**src/rtl/aes256_key_sched.sv**
```systemverilog
// AES-256 key-schedule engine: loads a 256-bit cipher key and generates the
// 15 round keys (one per cycle) into an internal store. SubWord uses an
// external shared combinational S-box; round keys are read back by index
// through a registered read port.
module aes256_key_sched #(
   parameter int NUM_RK = 15
) (
   input  logic         clk,
   input  logic         rst,
   input  logic [255:0] key,
   input  logic         start,
   output logic         busy,
   output logic         key_valid,
   input  logic [3:0]   rd_round,
   output logic [127:0] rd_key,
   output logic [31:0]  sboxw_out,
   input  logic [31:0]  sboxw_in
);

   localparam logic [3:0] LAST_RK = 4'(NUM_RK - 1);

   typedef enum logic [1:0] {
      IDLE = 2'd0,
      LOAD = 2'd1,
      GEN  = 2'd2,
      DONE = 2'd3
   } state_t;

   state_t        state_r;
   state_t        state_nx_s;
   logic [3:0]    cnt_r;
   logic [7:0]    rcon_r;
   logic [127:0]  prev0_r;
   logic [127:0]  prev1_r;
   logic          busy_r;
   logic          key_valid_r;
   logic [127:0]  rd_key_r;
   logic [127:0]  rk_mem [NUM_RK];

   logic [31:0]   t_s;
   logic [31:0]   k0_s;
   logic [31:0]   k1_s;
   logic [31:0]   k2_s;
   logic [31:0]   k3_s;
   logic [127:0]  new_rk_s;

   // GF(2^8) multiply by x, used to advance the round constant
   function automatic logic [7:0] xtime(input logic [7:0] b);
      return {b[6:0], 1'b0} ^ (b[7] ? 8'h1b : 8'h00);
   endfunction

   assign busy      = busy_r;
   assign key_valid = key_valid_r;
   assign rd_key    = rd_key_r;
   // The S-box always sees the last word of the newest key; only GEN uses the result
   assign sboxw_out = prev1_r[31:0];

   // Next-state decode for the load/generate/done sequence
   always_comb begin
      state_nx_s = state_r;
      case (state_r)
         IDLE: begin
            if (start) begin
               state_nx_s = LOAD;
            end else begin
               state_nx_s = IDLE;
            end
         end
         LOAD: state_nx_s = GEN;
         GEN: begin
            if (cnt_r == LAST_RK) begin
               state_nx_s = DONE;
            end else begin
               state_nx_s = GEN;
            end
         end
         DONE:    state_nx_s = IDLE;
         default: state_nx_s = IDLE;
      endcase
   end

   // Next round key from the two previous keys and the S-box result
   always_comb begin
      t_s = 32'h0;
      if (cnt_r[0] == 1'b0) begin
         t_s = {sboxw_in[23:0], sboxw_in[31:24]} ^ {rcon_r, 24'h0};
      end else begin
         t_s = sboxw_in;
      end
      k0_s     = prev0_r[127:96] ^ t_s;
      k1_s     = prev0_r[95:64]  ^ k0_s;
      k2_s     = prev0_r[63:32]  ^ k1_s;
      k3_s     = prev0_r[31:0]   ^ k2_s;
      new_rk_s = {k0_s, k1_s, k2_s, k3_s};
   end

   // State register
   always_ff @(posedge clk) begin
      if (rst) begin
         state_r <= IDLE;
      end else begin
         state_r <= state_nx_s;
      end
   end

   // Control and shadow-operand registers; the key is captured on the accepted start
   always_ff @(posedge clk) begin
      if (rst) begin
         cnt_r       <= 4'd0;
         rcon_r      <= 8'h01;
         prev0_r     <= 128'h0;
         prev1_r     <= 128'h0;
         busy_r      <= 1'b0;
         key_valid_r <= 1'b0;
      end else begin
         busy_r <= (state_nx_s != IDLE);
         case (state_r)
            IDLE: begin
               if (start) begin
                  key_valid_r <= 1'b0;
                  rcon_r      <= 8'h01;
                  prev0_r     <= key[255:128];
                  prev1_r     <= key[127:0];
               end
            end
            LOAD: begin
               cnt_r <= 4'd2;
            end
            GEN: begin
               prev0_r <= prev1_r;
               prev1_r <= new_rk_s;
               cnt_r   <= cnt_r + 4'd1;
               if (cnt_r[0] == 1'b0) begin
                  rcon_r <= xtime(rcon_r);
               end
            end
            DONE: begin
               key_valid_r <= 1'b1;
            end
            default: begin
               key_valid_r <= 1'b0;
            end
         endcase
      end
   end

   // Round-key store; contents are hidden by key_valid so no reset is needed
   always_ff @(posedge clk) begin
      if (state_r == LOAD) begin
         rk_mem[0] <= prev0_r;
         rk_mem[1] <= prev1_r;
      end else if (state_r == GEN) begin
         rk_mem[cnt_r] <= new_rk_s;
      end
   end

   // Registered read port; out-of-range index or invalid schedule reads zero
   always_ff @(posedge clk) begin
      if (rst) begin
         rd_key_r <= 128'h0;
      end else if (key_valid_r && (rd_round <= LAST_RK)) begin
         rd_key_r <= rk_mem[rd_round];
      end else begin
         rd_key_r <= 128'h0;
      end
   end

endmodule

```
**config.mk**
```make
export PLATFORM = sky130hd
export DESIGN_NAME = aes256_key_sched
export DESIGN_NICKNAME = d
export VERILOG_FILES = /design/src/rtl/aes256_key_sched.sv
export SDC_FILE = /design/constraint.sdc
export NUM_CORES = 2
export LEC_CHECK = 0
export BUFFER_PORTS_ARGS = -buffer_cell sky130_fd_sc_hd__buf_2
export CAP_MARGIN = 10
export CORE_AREA = 2 2 635 384
export DETAILED_ROUTE_END_ITERATION = 16
export DIE_AREA = 0 0 637 386
export REMOVE_ABC_BUFFERS = 1
export SLEW_MARGIN = 20
export SYNTH_ARGS = -nofsm -noshare
export SYNTH_HDL_FRONTEND = slang
export SYNTH_SLANG_ARGS = --single-unit
```
**constraint.sdc**
```tcl
create_clock -name clk -period 15.1 [get_ports clk]
set_input_delay 1.51 -clock clk [delete_from_list [all_inputs] [get_ports clk]]
set_output_delay 1.51 -clock clk [all_outputs]
set_load 0.02 [all_outputs]
```
==> metrics.md <==
| Metric | Value |
|---|---|
| Clock-pin slew on the worst setup and hold paths | 0.07 ns |
| Critical Path Start Type | input pin |
| Vias/cell | 5.829 |
| Post-CTS Setup Bufs | 0 |
| Status | finished clean |
| Via count | 55,010 |
| Count leader, synth | edfxtp_1 |
| Pwr Total | 15,790 uW |
| Critical path data required time | 15.77 ns |
| Area delta synth->final | 13.82% |
| Top cells by count, synth | edfxtp_1, mux4_2, dfxtp_1, nand2_1, nor2_1 |
| H-tree levels | 4 |
| Lkg Pwr | 0.03758 uW |
| Final Hold Viols | 0 |
| Hold WC Path Type | register to register |
| Initial Utilization | 0.4071 |
| Final Wtd Congestion | between 0.7 and 0.8 |
| Netlist cell types | 49 |
| ANT nets after route | 0 |
| Worst EP arrival | 5.93 ns |
| CTS tree | done |
| IO Port Bufs | 456 |
| Asr flop ratio synth | 0 |
| Core area | 0.2409 mm^2 |
| Worst setup EP type | register |
| Synth area leaders | edfxtp_1, mux4_2, dfxtp_1, a22oi_1, mux2i_1 |
| Max-slew violations | 0 |
| Drt total wl | between 200,000 and 300,000 um |
| Main synth FF type | edfxtp_1 |
| Die Wd | approximately 640 um |
| Netlist Area Pre-Place | 0.09805 mm^2 |
| Hold WS | 0.4922 ns |
| Final TNS setup | 0 ns |
| Unrepaired setup endpoints after global routing | false |
| Ys Warns | 0 |
| Largest net degree at the start of global routing | approximately 100 |
| HPWL Detailed | between 150,000 and 200,000 um |
| Fmax | approximately 0.19 GHz |
| Post-route cell area | 0.1116 mm^2 |
| DR DRC count | 0 |
| Hold path startpoint | prev1_r[82] |
| R2r setup slk | 10.03 ns |
| Cell Pwr Density | 141.5 mW/mm^2 |
| Minimum clock period | 5.257 ns |
| Period utilisation layout | 0.3481 |
| Gr usage total | 0.2295 |
| Cells after synthesis | 5,647 |
| CP Class | input pin to register |
| Overflow after GRT | 0 |
| Die Area | 0.2459 mm^2 |
| Flops & latches, synth | 2,448 |
| Final core occ | 0.4634 |
| Clock tree buffer depth | 4 |
| Hold path depth | 2 |
| Worst R2R Start | state_r[0] |
| Clock Root Buffer | clkbuf_16 |
| Placement Cell Area | 0.1039 mm^2 |
| Num CTS Buffers | roughly 230 |
| Max_cap viols | 0 |
| DR WL/cell | about 30 um |
| Number of cells on the worst reg-to-reg path | 9 |
| Synth top area share | 0.6272 |
| Final net count | about 6,300 |
| Post-synth top area cell | edfxtp_1 |
| Clock Sinks | 2,448 |
| # IOs | 457 |
| Layout cells sized above 1 | 0.2437 |
| Row count | 140 |
| Max VDD drop | around 0.00010 V |
| Hold buffers post-CTS | 0 |
| Initial DRC count | 6,040 |
| # setup viols final | 0 |
| Worst-skew pair later-pin latency | approximately 0.9 ns |
| CP Max Fanout | 54 |
| DR pass1 iterations | 5 |
| Syn_area_per_cell | roughly 17 um^2 |
| Slew headroom | 0.2333 |
| R2r endpoint | prev1_r[0] |
| PostCTS Resize Cnt | 0 |
| Hold Path Sink | prev1_r[82] |
| Die Y | around 390 um |
| First-pass GRT wire length | 403,000 um |
| Sequential element share of the synthesized area | 0.7089 |
| Worst-margin pin slew | 1.150 ns |
| Initial antenna violation count | 31 |
| Vias in the first global route | 54,120 |
| Number of flops mapped to enable cells by yosys | 2,048 |
| Clock Skews | between 0.06 and 0.07 ns |
[layout make-up]
type	instances	area, um^2
fill	20320	129300
sequential	2448	69510
multi-input combinational	2705	26830
clock buffer	289	6190
tap	3195	3998
timing repair buffer	580	3428
clock inverter	134	1319
inverter	78	302.8
antenna	8	20.02
[logic make-up (layout without fill, tap and decap cells)]
kind of cell             after synthesis  after routing  share of synthesized area
multiplexers                         698            698                     0.1382
XOR/XNOR                             259            259                    0.03212
AO/OA/AOI/OAI                        906            906                    0.06109
AND/OR/NAND/NOR                      834            834                    0.03726
buffers and inverters                494           1081                    0.02143
flip-flops                          2448           2448                     0.7089
other                                  0              8                          0
adder cells (fa/ha/maj)                8              8                   0.001021
[cell usage in the layout (no fill, tap or decap), types with 22 or more instances in the layout]
cell type  count
and3_1        25
dfxtp_1      399
a22oi_1      261
o32ai_1       24
mux2i_1      152
clkbuf_1      40
a211oi_1     160
nand2_1      346
a21oi_1      200
inv_1         75
nor2_1       292
a21o_1        32
a31oi_1       40
mux4_2       512
buf_2        453
xnor2_1      103
clkbuf_16    232
o21ai_1       25
xor2_1        75
bufinv_16     22
nand4_1       24
clkinv_1      40
and4_1        24
edfxtp_1    2048
o21ai_0      107
xnor3_1       64
buf_4        111
clkinv_2      38
[power by group]
part / switching, uW / internal, uW / leakage (uW)
registers: 137 / 8010 / 0.0218
clock network: 2560 / 3280 / 0.00365
logic: 1250 / 555 / 0.0121
total: 3950 / 11800 / 0.0376
[through the flow]
stage / worst slack [ns] / std cells
CTS: 9.716 / 9428
floorplan: -4.164 / 5231
finish: 9.843 / 9437
global route: 9.361 / 9433
global placement: 8.767 / 9003
detailed placement: 8.815 / 9005
[worst max-delay path, cell delays in order]
cell     delay [ns]
buf_8          0.45
buf_4          0.65
buf_4          0.74
buf_4          0.67
buf_4          0.80
mux4_2         0.60
a22oi_1        0.24
a21oi_1        0.11
[state kept, by name, indices dropped and copies added (netlist names)]
name,count
cnt_r,4
key_valid,1
prev1_r,128
state_r,2
prev0_r,128
busy,1
rd_key,128
rcon_r,8
rk_mem,2048
[how the worst max path moves through the flow]
stage | startpoint | to | slack (ns) | cells after the start
detailed placement | rd_round[0] | rd_key[106] | 8.82 | 8
global placement | rd_round[0] | rd_key[84] | 8.77 | 8
finish | rd_round[0] | rd_key[52] | 9.84 | 8
global route | rd_round[0] | rd_key[52] | 9.36 | 8
floorplan | state_r[0] | rk_mem[1][0] | -4.16 | 4
CTS | rd_round[0] | rd_key[84] | 9.72 | 8
[routing by layer]
layer | track usage | wire [um] | vias up
met3 | 0.05554 | 26230 | 410
met5 | 0 | 163 | -
met4 | 0.06753 | 8287 | 28
met2 | 0.3419 | 127200 | 2516
met1 | 0.3349 | 125900 | 28830
li1 | - | - | 23230
No activity file was read; power rests on OpenSTA's default activity.
